<file path="src/rtl/cnt_obi_buf.sv">
// -----------------------------------------------------------------------------
// cnt_obi_buf -- single-slot OBI request buffer with outstanding-transaction
// credit counter and in-order response FIFO.
//
// An upstream OBI request is captured into a one-entry slot and presented
// downstream one cycle later. Upstream grants are withheld once DEPTH
// transactions are in flight. Downstream responses are queued in a DEPTH-entry
// FIFO and returned upstream in order; OBI responses cannot be back-pressured,
// so the FIFO head is popped every cycle it is valid.
//
// Configuration macro:
//   CNT_OBI_BUF_RSP_BYPASS_EN  when defined, a response arriving while the FIFO
//                              is empty is forwarded upstream combinationally
//                              (zero latency) instead of being queued.
//
// Parameters:
//   AW     address width
//   DW     data width (multiple of 8); BW = DW/8 byte enables
//   DEPTH  maximum outstanding transactions and response FIFO depth (>= 1)
//
// Ports:
//   clk_i, rst_ni                          clock, async active-low reset
//   s_req_i, s_we_i, s_be_i, s_addr_i,
//   s_wdata_i                              upstream request channel
//   s_gnt_o                                upstream grant
//   s_rvalid_o, s_rdata_o                  upstream response channel
//   m_req_o, m_we_o, m_be_o, m_addr_o,
//   m_wdata_o                              downstream request channel
//   m_gnt_i                                downstream grant
//   m_rvalid_i, m_rdata_i                  downstream response channel
//   outstanding_o                          current outstanding-transaction count
// -----------------------------------------------------------------------------
module cnt_obi_buf #(
   parameter  int unsigned AW    = 32,
   parameter  int unsigned DW    = 32,
   parameter  int unsigned DEPTH = 2,
   localparam int unsigned BW    = DW / 8,
   localparam int unsigned CW    = $clog2(DEPTH + 1)
) (
   input  logic          clk_i,
   input  logic          rst_ni,
   // upstream
   input  logic          s_req_i,
   input  logic          s_we_i,
   input  logic [BW-1:0] s_be_i,
   input  logic [AW-1:0] s_addr_i,
   input  logic [DW-1:0] s_wdata_i,
   output logic          s_gnt_o,
   output logic          s_rvalid_o,
   output logic [DW-1:0] s_rdata_o,
   // downstream
   output logic          m_req_o,
   output logic          m_we_o,
   output logic [BW-1:0] m_be_o,
   output logic [AW-1:0] m_addr_o,
   output logic [DW-1:0] m_wdata_o,
   input  logic          m_gnt_i,
   input  logic          m_rvalid_i,
   input  logic [DW-1:0] m_rdata_i,
   // status
   output logic [CW-1:0] outstanding_o
);

   localparam int unsigned PW = (DEPTH > 1) ? $clog2(DEPTH) : 1;

   typedef enum logic {
      SLOT_EMPTY = 1'b0,
      SLOT_FULL  = 1'b1
   } slot_state_e;

   // request slot
   slot_state_e   state_q, state_d;
   logic          we_q, we_d;
   logic [BW-1:0] be_q, be_d;
   logic [AW-1:0] addr_q, addr_d;
   logic [DW-1:0] wdata_q, wdata_d;

   // credit counter
   logic [CW-1:0] outstanding_q, outstanding_d;
   logic          credit;
   logic          gnt;
   logic          s_hs;

   // response FIFO
   logic [DW-1:0] mem_q [DEPTH];
   logic [PW-1:0] wptr_q, wptr_d;
   logic [PW-1:0] rptr_q, rptr_d;
   logic [CW-1:0] count_q, count_d;
   logic          fifo_empty;
   logic          fifo_full;
   logic          push;
   logic          pop;
   logic          rsp_valid;
   logic [DW-1:0] rsp_data;

   function automatic logic [PW-1:0] ptr_inc(input logic [PW-1:0] p);
      return (p == PW'(DEPTH - 1)) ? '0 : p + 1'b1;
   endfunction

   assign credit = (outstanding_q < CW'(DEPTH));
   assign s_hs   = s_req_i && gnt;

   // ---------------------------------------------------------------------------
   // Request slot FSM
   // ---------------------------------------------------------------------------
   // NOTE: every signal assigned in an always_comb gets a default at the top;
   // a path that leaves one unassigned would infer a latch.
   always_comb begin
      state_d = state_q;
      we_d    = we_q;
      be_d    = be_q;
      addr_d  = addr_q;
      wdata_d = wdata_q;
      gnt     = 1'b0;

      case (state_q)
         SLOT_EMPTY: gnt = credit;
         SLOT_FULL: begin
            // A new request may only enter while the current one leaves.
            gnt = m_gnt_i && credit;
            if (m_gnt_i) state_d = SLOT_EMPTY;
         end
         default: state_d = SLOT_EMPTY;
      endcase

      // Handshake overrides the drain: the slot refills in the same cycle.
      if (s_hs) begin
         state_d = SLOT_FULL;
         we_d    = s_we_i;
         be_d    = s_be_i;
         addr_d  = s_addr_i;
         wdata_d = s_wdata_i;
      end
   end

   // NOTE: clocked state uses non-blocking assignments so every register
   // samples pre-edge values regardless of process evaluation order.
   always_ff @(posedge clk_i or negedge rst_ni) begin
      if (!rst_ni) begin
         state_q <= SLOT_EMPTY;
         we_q    <= 1'b0;
         be_q    <= '0;
         addr_q  <= '0;
         wdata_q <= '0;
      end else begin
         state_q <= state_d;
         we_q    <= we_d;
         be_q    <= be_d;
         addr_q  <= addr_d;
         wdata_q <= wdata_d;
      end
   end

   // ---------------------------------------------------------------------------
   // Response FIFO
   // ---------------------------------------------------------------------------
   assign fifo_empty = (count_q == '0);
   assign fifo_full  = (count_q == CW'(DEPTH));
   assign pop        = !fifo_empty;

`ifdef CNT_OBI_BUF_RSP_BYPASS_EN
   // Empty FIFO: the response goes straight through and is never stored.
   assign rsp_valid = !fifo_empty || m_rvalid_i;
   assign rsp_data  = fifo_empty ? m_rdata_i : mem_q[rptr_q];
   assign push      = m_rvalid_i && !fifo_empty && (!fifo_full || pop);
`else
   assign rsp_valid = !fifo_empty;
   assign rsp_data  = mem_q[rptr_q];
   assign push      = m_rvalid_i && (!fifo_full || pop);
`endif

   always_comb begin
      wptr_d  = push ? ptr_inc(wptr_q) : wptr_q;
      rptr_d  = pop  ? ptr_inc(rptr_q) : rptr_q;
      count_d = count_q;
      case ({push, pop})
         2'b10:   count_d = count_q + 1'b1;
         2'b01:   count_d = count_q - 1'b1;
         default: count_d = count_q;
      endcase
   end

   always_ff @(posedge clk_i or negedge rst_ni) begin
      if (!rst_ni) begin
         wptr_q  <= '0;
         rptr_q  <= '0;
         count_q <= '0;
      end else begin
         wptr_q  <= wptr_d;
         rptr_q  <= rptr_d;
         count_q <= count_d;
      end
   end

   // NOTE: the storage array has no reset; stale entries are never visible
   // because the read data is qualified by the occupancy count.
   always_ff @(posedge clk_i) begin
      if (push) mem_q[wptr_q] <= m_rdata_i;
   end

   // ---------------------------------------------------------------------------
   // Outstanding-transaction counter
   // ---------------------------------------------------------------------------
   always_comb begin
      outstanding_d = outstanding_q;
      if (s_hs && !rsp_valid && (outstanding_q != CW'(DEPTH))) begin
         outstanding_d = outstanding_q + 1'b1;
      end else if (!s_hs && rsp_valid && (outstanding_q != '0)) begin
         outstanding_d = outstanding_q - 1'b1;
      end
   end

   always_ff @(posedge clk_i or negedge rst_ni) begin
      if (!rst_ni) outstanding_q <= '0;
      else         outstanding_q <= outstanding_d;
   end

   // ---------------------------------------------------------------------------
   // Outputs. Grant and response valid depend on live inputs, so they are
   // masked by reset directly rather than relying on register state.
   // ---------------------------------------------------------------------------
   assign s_gnt_o       = gnt && rst_ni;
   assign s_rvalid_o    = rsp_valid && rst_ni;
   assign s_rdata_o     = s_rvalid_o ? rsp_data : '0;
   assign m_req_o       = (state_q == SLOT_FULL);
   assign m_we_o        = we_q;
   assign m_be_o        = be_q;
   assign m_addr_o      = addr_q;
   assign m_wdata_o     = wdata_q;
   assign outstanding_o = outstanding_q;

endmodule

</file>
<file path="config.mk">
export PLATFORM = sky130hd
export DESIGN_NAME = cnt_obi_buf
export DESIGN_NICKNAME = d
export VERILOG_FILES = /design/src/rtl/cnt_obi_buf.sv
export SDC_FILE = /design/constraint.sdc
export NUM_CORES = 1
export LEC_CHECK = 0
export ABC_AREA = 1
export CORE_MARGIN = 1
export CORE_UTILIZATION = 65
export CTS_CLUSTER_DIAMETER = 60
export DETAILED_ROUTE_END_ITERATION = 10
export DONT_BUFFER_PORTS = 1
export PLACE_DENSITY = 0.81
export SLEW_MARGIN = 20
export SYNTH_ARGS = -nofsm -noshare
export SYNTH_HDL_FRONTEND = slang
export SYNTH_SLANG_ARGS = --single-unit
</file>
<file path="constraint.sdc">
create_clock -name clk_i -period 3.51 [get_ports clk_i]
set_clock_uncertainty 0.05 [all_clocks]
set_input_delay 0.702 -clock clk_i [delete_from_list [all_inputs] [get_ports clk_i]]
set_output_delay 0.702 -clock clk_i [all_outputs]
set_load 0.05 [all_outputs]
</file>
==> run metrics, run 1 <==
Num CTS Buffers=17; Die Span X=95.27 um; Initial Util=0.6813; clk buf depth=2; worst path required time=around 2800 ps; Reg clk slew, reported paths=60 ps; DRT met1 WL=between 4 and 5 mm; wirelength, routed=approximately 12 mm; Yosys top cell by area=edfxtp_1; Slew @ Worst Pin=~900 ps; fin crit period=between 2000 and 3000 ps; Mapped Avg Cell Area=9.833 um^2; Worst Path Arrival=between 2000 and 2500 ps; syn_nets=approximately 680; commonest non-fill, non-tap cell in the layout=nand2_1; via/cell ratio=approximately 5.6; post-route ant nets=0; die area=9075 um^2; top area cells in the synthesized netlist=edfxtp_1 34%, dfrtp_1 34%, nand2_1 18%, nand3_1 6.4%, inv_1 2.7%; drt initial violations=between 200 and 250; slowest CP cell=nor2_4; total gr overflow=0; core area=roughly 8300 um^2; Critical Path Source Type=flop; #FFs+latches synth=140; layout cell share with drive strength beyond 1=0.07376; GRT Total Usage=0.2670; clk sinks=140; I/O pins=approximately 210; period utilization=0.8080; root buf cell=clkbuf_8; pin count of the biggest net entering global routing=77; Met2 Wirelength=5.938 mm; post-synthesis sequential area ratio=0.6763; GP Congestion=around 0.74; unique cell type count in the Yosys netlist=19; max frequency=352.6 MHz; CP Max Fanout=33; wire per inst=approximately 17 um; Hold WC Path Type=in2async; DRC viols=0; Critical Path End Type=primary output; warnings from Yosys=0; row count=33; Final Slew Violations=0; setup_tns=0 ps; crit path cell chain=nor2_2, nor2_4, nand2_1, inv_1; metal3 WL=958 um; Final Hold Vio Count=0; WS Path Type=reg2out; RSZ-0062 raised after global routing=no; via count=about 3,800; most frequent cells in the layout=274 x nand2_1, 76 x dfrtp_1, 72 x nand3_1; setup bufs post-CTS=0; max_cap viols=0; top cell type's share of synthesized area=0.3399; fillers=around 540; Die H=around 95 um; post-route insts no fill=roughly 700; DRT Pass-1 Iters=4; Area growth syn-to-layout=11.75%; Register Area=3824 um^2; normalized max-slew margin=0.3906; R2R setup slack=roughly 1400 ps; Clock Latency Late Sink=510 ps; first-pass GRT wire length=around 18 mm; dpl cells=655; CP max stage delay=530 ps; Top Layer Used=met4; Setup Viol. Count Final=0; ANT cells=0; initial antenna violation count=0; TritonCTS clock tree=yes; status=complete, no violations; Multi-input gate area=roughly 1500 um^2; HPWL after detailed placement=around 7.4 mm; Synth Instances=575; Crit Reg-Reg Startpoint=outstanding_o[1]; # H-tree levels=4; number of nets in the layout=slightly below 700; Mapped Area=~5700 um^2; port bufs=0; Crit. Startpoint=count_q[0]; vias in the first global route=3,611
## path summary, 6_finish.rpt
kind                                  to  cells past startpoint
max in group asynchronous      m_be_o[2]                      1
min in group clk_i                wptr_q                      1
min                         m_addr_o[20]                      1
max                        s_rdata_o[18]                      4
min reg2reg                   count_q[1]                      1
max reg2reg                  m_addr_o[2]                      5
## what timing repair did
action	CTS	global route
hold endpoints to repair	76	0
gates resized for setup	0	0
hold buffers	1	0
setup endpoints to repair	0	0
## synth_stat cells
master and number:
nor2_1 3, buf_6 3, nand3_1 72, a21oi_1 2
xnor2_1 2, buf_1 3, xor2_1 2, dfrtp_1 76
nand2_1 274, buf_2 21, a21oi_4 1, clkbuf_1 5
nand4_1 1, nand3_2 1, ha_1 1, nor2_2 2
edfxtp_1 64, o21ai_0 1, inv_1 41
## routing by layer
layer / global-route usage / vias to the layer above
met1: 0.3039 / 1795
met5: 0 / -
li1: - / 1809
met4: 0.1376 / 0
met2: 0.4363 / 187
met3: 0.1053 / 30
## critical path: cells and delay by family, from the launching register on
| family | cells | cell delay (ps) |
|---|---|---|
| and+or+nand+nor | 3 | 790 |
| buffers and inverters | 1 | 370 |
| DFF | 1 | 410 |
## final cells by class
class,count,share of cell area
Multi-Input combinational cell,362,0.2406
Timing Repair Buffer,8,0.01267
Tap cell,105,0.02079
Clock inverter,15,0.03089
Inverter,41,0.02436
Clock buffer,17,0.06554
Sequential cell,140,0.6051
## through the flow
step / setup WS, ps / cell area (um^2) / util / hold WS, ps
floorplan: 924.2 / 5654 / - / 356.4
global route: 436.1 / 6319 / 0.7613 / 29.96
finish: 673.8 / 6319 / 0.7613 / 37.63
CTS: 624.4 / 6319 / 0.7613 / 19.96
detailed placement: 924.3 / 5682 / 0.6846 / 357.4
global placement: 1005 / 5682 / 0.6846 / 357.7
## cells by family after synthesis
kind of cell,count (synthesis),share of synthesized area
DFF,140,0.6763
buffers and inverters,73,0.05709
and+or+nand+nor,353,0.2527
AOI/OAI and AO/OA,4,0.005532
xor gates and xnor gates,4,0.006197
adders and majority gates,1,0.002213
## state kept, by name, summed over array words and instances, names as in the netlist
name / count
count_q: 2
m_addr_o: 32
m_be_o: 4
m_req_o: 1
m_wdata_o: 32
m_we_o: 1
mem_q: 64
outstanding_o: 2
rptr_q: 1
wptr_q: 1
Power of run 1 is not shown: default switching activity piles up to over one toggle a cycle in this logic, so the estimate is an artifact.
==> run 2, diff against run 1 <==
CORE_UTILIZATION = 63   (was 65)
PLACE_DENSITY = 0.79   (was 0.81)
clock period = 2.8 ns   (was 3.51 ns; I/O delays follow)
==> run metrics, run 2 (synthesized netlist as in run 1, its figures left out) <==
die area=9358 um^2 (+3.1%); fillers=487 (-10%); fin crit period=between 2000 and 3000 ps; Crit path top cell by count=nand2_1; period utilization=0.9378; initial antenna violation count=0 (unchanged); Final Slew Violations=0 (unchanged); layout cell share with drive strength beyond 1=0.1262 (+0.05246); wire per inst=16.77 um (-1.4%); Hold WC Path Type=in2reg; root buf cell=clkbuf_8; Critical Path Source Type=flop; crit path cell chain=inv_1, buf_4, nand2_1, nand2_1, nand2_1, inv_1, buf_12; via count=4,016 (+5.1%); core area=8721 um^2 (+5.1%); HP Start=m_rdata_i[3]; Initial Util=0.6484 (-0.03294); Num CTS Buffers=17 (unchanged); Peak VDD IR=about 0.00095 V; status=complete, no violations; port bufs=0 (unchanged); pin count of the biggest net entering global routing=77 (unchanged); P_leak=3.485 nW; Pwr Density=around 1500 nW/um^2; Reg clk slew, reported paths=60 ps (about the same); ANT cells=0 (unchanged); total gr overflow=0 (unchanged); first-pass GRT wire length=19.09 mm (+9.1%); normalized max-slew margin=0.5545 (+0.1638); via/cell ratio=5.532 (-0.40%); GP Congestion=0.7492 (+1.4%); Critical Path End Type=primary output; Crit Reg-Reg Startpoint=m_req_o; most frequent cells in the layout=274 x nand2_1, 76 x dfrtp_1, 72 x nand3_1; Core Util, Final=0.8030 (+0.04167); RSZ-0062 raised after global routing=no; TritonCTS clock tree=yes; CP max stage delay=380 ps (-150 ps); Worst Path Arrival=2020 ps (-60 ps); I/O pins=212 (unchanged); Die H=96.74 um (+1.5%); Slew @ Worst Pin=667.6 ps (-244.3 ps); max frequency=roughly 380 MHz; drt initial violations=263 (+10%); max_cap viols=0 (unchanged); Die Span X=96.74 um (+1.5%); Area growth syn-to-layout=23.85%; DRC viols=0 (unchanged); vias in the first global route=3,870 (+7.2%); clk buf depth=2 (unchanged); HPWL after detailed placement=7.697 mm (+3.7%); commonest non-fill, non-tap cell in the layout=nand2_1; DRT Pass-1 Iters=5 (+1); worst path required time=2190 ps (-570 ps); max reg flops=64 (unchanged); Setup Viol. Count Final=0 (unchanged); number of nets in the layout=712 (+5.2%); Clock Latency Late Sink=500 ps (about the same); clk sinks=140 (unchanged); CP Max Fanout=22 (-33%); WS Path Type=reg2out; row count=34 (+3.0%); GRT Total Usage=0.2687 (+0.001718); wirelength, routed=12.17 mm (+4.1%); Reg with most FFs=mem_q; setup_tns=0 ps (unchanged); slowest CP cell=dfrtp_1; Final Hold Vio Count=0 (unchanged); Crit. Startpoint=rptr_q; # H-tree levels=4 (unchanged); post-route ant nets=0 (unchanged)
run 2: cell types whose count changed in the layout (fill, tap and decap cells not counted), moves of 2 or more:
| cell | change |
|---|---|
| clkbuf_16 | +4 |
| bufinv_16 | -3 |
| buf_12 | +32 |
| clkinv_1 | -2 |
run 2: report_power, final:
group / internal (W) / switching (W)
Clock: 0.00143 / 0.000825
Sequential: 0.00287 / 0.00232
Combinational: 0.00110 / 0.00189
run 2: final cells by class:
class | count | area, um^2 | area share
clock buffer | 23 | 531.8 | 0.07593
timing repair buffer | 42 | 738.2 | 0.1054
inverter | 41 | 153.9 | 0.02198
clock inverter | 9 | 93.84 | 0.01340
multi-input combinational | 363 | 1526 | 0.2180
sequential | 140 | 3824 | 0.5460
tap | 108 | 135.1 | 0.01930
run 2: metrics by stage:
stage	cell area [um^2]	setup slack, ps	power [W]	hold slack (ps)	instances
2_1_floorplan	5654	363.5	0.007033	214.4	575
3_3_place_gp	6334	595.1	0.008015	215.7	691
3_5_place_dp	6334	532.6	0.008152	215.7	691
4_1_cts	6997	37.80	0.01045	73.44	725
5_1_grt	7003	15.54	0.01090	59.58	726
6_report	7003	174.1	0.01043	97.48	726
run 2: worst max-delay path, delay by kind of cell, from the launching register on:
| family | cells | cell delay (ps) |
|---|---|---|
| AND/OR/NAND/NOR | 3 | 210 |
| flip-flops | 1 | 380 |
| buffers and inverters | 4 | 910 |
run 2: final timing paths:
kind	to	slack [ps]	depth (start not counted)
worst min register to register	count_q[1]	450	1
max in group asynchronous	rptr_q	1840	2
worst max register to register	outstanding_o[0]	790	5
min in group asynchronous	m_wdata_o[3]	540	2
worst min-delay path	mem_q[1][3]	100	0
worst max-delay path	s_rdata_o[10]	170	7
run 2: layer usage:
metal / GRT usage / part of all wire / up-vias / routed length [um]
met5: 0 / 0 / - / 0
met4: 0.1148 / 0.029 / 0 / 354
li1: - / - / 1880 / -
met2: 0.4464 / 0.53 / 212 / 6410
met1: 0.3076 / 0.36 / 1893 / 4416
met3: 0.1098 / 0.081 / 31 / 991
run 2: timing repair:
| action | 4_1_cts | 5_1_grt |
|---|---|---|
| hold buffers | 2 | 0 |
| setup buffers | 0 | 0 |
| gates resized for setup | 0 | 0 |
| endpoints found under the setup margin | 0 | 2 |
| hold endpoints to repair | 76 | 0 |
Power figures use the tool's default switching activity.
==> run 3, diff against run 2 <==
CORE_UTILIZATION = 65   (was 63)
PLACE_DENSITY = 0.81   (was 0.79)
clock period = 3.1 ns   (was 2.8 ns; I/O delays follow)
==> run metrics, run 3 (synthesized netlist as in run 1, its figures left out) <==
via count=3,959 (-1.4%); Final Hold Vio Count=0 (unchanged); fin worst setup slack=360.9 ps (+186.8 ps); layout cell share with drive strength beyond 1=0.1151 (-0.01114); Area growth syn-to-layout=16.00%; number of nets in the layout=711 (-0.14%); slowest CP cell=nor2_4; P_leak=3.359 nW (-3.6%); GRT Total Usage=0.2705 (+0.001737); first-pass GRT wire length=17.73 mm (-7.2%); post-route ant nets=0 (unchanged); Die H=95.27 um (-1.5%); R2R setup slack=780 ps (about the same); Peak VDD IR=0.0008457 V (-11%); period utilization=0.8836; Hold Path Cell Cnt=0 (unchanged); delay-heaviest family, CP=simple AND/OR/NAND/NOR gates; GP Congestion=0.7453 (-0.52%); internal power=0.004577 W (-15%); Pwr Density=1366 nW/um^2 (-8.3%); crit path cell chain=nor2_2, nor2_4, nand2_1, inv_1, buf_4; max_cap viols=0 (unchanged); HP Start=m_rdata_i[26]; HPWL after detailed placement=7.693 mm (about the same); R2R cell count=5 (unchanged); Crit Reg-Reg Startpoint=outstanding_o[1]; WHS Endpoint=mem_q[0][26]; Initial Util=0.6813 (+0.03294); Hold WC Path Type=in2reg; I/O pins=212 (unchanged); worst slack at placement=735.2 ps (+202.6 ps); vias in the first global route=3,681 (-4.9%); Die Span X=95.27 um (-1.5%); Critical Path End Type=primary output; WS Path Type=reg2out; Logic pwr share=0.252 (-0.035); pin count of the biggest net entering global routing=77 (unchanged); Reg with most FFs=mem_q; Critical Path Source Type=flop; Num CTS Buffers=17 (unchanged); reg-to-reg endpoint=m_wdata_o[5]; core area=8299 um^2 (-4.8%); max frequency=about 370 MHz; max reg flops=64 (unchanged); drt initial violations=252 (-4.2%); ANT cells=0 (unchanged); Slew @ Worst Pin=917.3 ps (+249.7 ps); root buf cell=clkbuf_8; commonest non-fill, non-tap cell in the layout=nand2_1; clk buf depth=2 (unchanged); switch share=0.4893 (+0.006380); Clock power frac=0.225 (+0.009); Worst Path Arrival=2070 ps (+50 ps); CP Max Fanout=33 (+50%); most frequent cells in the layout=274 x nand2_1, 76 x dfrtp_1, 72 x nand3_1; die area=9075 um^2 (-3.0%); Clock Latency Late Sink=500 ps (about the same); DRC viols=0 (unchanged); fin crit period=between 2000 and 3000 ps; switching power total=0.004385 W (-13%); RSZ-0062 raised after global routing=no; Reg clk slew, reported paths=60 ps (about the same); wire per inst=16.41 um (-2.1%); # H-tree levels=4 (unchanged); status=complete, no violations; Setup Viol. Count Final=0 (unchanged); clk sinks=140 (unchanged); total gr overflow=0 (unchanged); DRT Pass-1 Iters=5 (unchanged); wirelength, routed=11.85 mm (-2.7%); TritonCTS clock tree=yes; CP Buf/Inv Count=2 (-2); setup bufs post-CTS=0 (unchanged); row count=33 (-2.9%); Final Slew Violations=0 (unchanged); sequential power share=0.523 (+0.025); normalized max-slew margin=0.3870 (-0.1674); worst path required time=2430 ps (+240 ps); port bufs=0 (unchanged); initial antenna violation count=0 (unchanged); via/cell ratio=5.483 (-0.87%); setup_tns=0 ps (unchanged); CP max stage delay=550 ps (+170 ps)
[run 3: changes by cell type in the layout (fill, tap and decap cells not counted), sizes merged]
cell	previous run	this run
bufinv	1	4
inv	44	41
clkbuf	23	24
clkinvlp	2	1
nor2	6	5
[run 3: layer usage]
layer / up-vias / share of wire / GRT usage
li1: 1873 / - / -
met1: 1844 / 0.35 / 0.3032
met5: - / 0 / 0
met3: 30 / 0.094 / 0.1077
met2: 212 / 0.53 / 0.4536
met4: 0 / 0.027 / 0.1237
[run 3: per-stage QoR]
stage | hold WS [ps] | power, W | cells | util | area [um^2]
floorplan | 274.4 | 0.006352 | 575 | - | 5654
global placement | 275.7 | 0.006841 | 688 | 0.7145 | 5929
detailed placement | 275.3 | 0.006946 | 688 | 0.7145 | 5929
CTS | 135.4 | 0.008996 | 722 | 0.7903 | 6559
global route | 128.5 | 0.009380 | 722 | 0.7903 | 6559
finish | 159.0 | 0.008962 | 722 | 0.7903 | 6559
[run 3: final cells by class]
type	count	area, um^2
Clock buffer	24	450.4
Clock inverter	8	141.4
Fill cell	505	1740
Inverter	41	153.9
Multi-Input combinational cell	362	1520
Sequential cell	140	3824
Tap cell	105	131.4
Timing Repair Buffer	42	337.8
[run 3: power by group through the flow]
stage                     clock network [W]  registers (W)  logic [W]
final                               0.00202        0.00469    0.00226
after global routing                0.00213        0.00474    0.00251
after CTS                           0.00204        0.00468    0.00228
after detailed placement                  0        0.00470    0.00225
after global placement                    0        0.00469    0.00215
after floorplan                           0        0.00456    0.00179
[run 3: repair_timing]
item	4_1_cts	5_1_grt
hold endpoints to repair	76	0
resized for setup	0	0
hold buffers	2	0
[run 3: worst reg2reg max path, stage by stage, from the launching register on]
cell and delay [ps]:
dfrtp_1 600, inv_1 220, nand3_2 690, buf_4 500, nand2_1 80, nand2_1 70
[run 3: worst max path at each step]
| stage | from | end | slack, ps | cells after the start |
|---|---|---|---|---|
| after floorplan | m_rvalid_i | mem_q[0][0] | 600 | 2 |
| after global placement | rst_ni | s_rdata_o[24] | 770 | 5 |
| after detailed placement | rst_ni | s_rdata_o[5] | 740 | 5 |
| after CTS | count_q[0] | s_rdata_o[24] | 320 | 5 |
| after global routing | count_q[0] | s_rdata_o[24] | 230 | 5 |
| final | count_q[0] | s_rdata_o[24] | 360 | 5 |
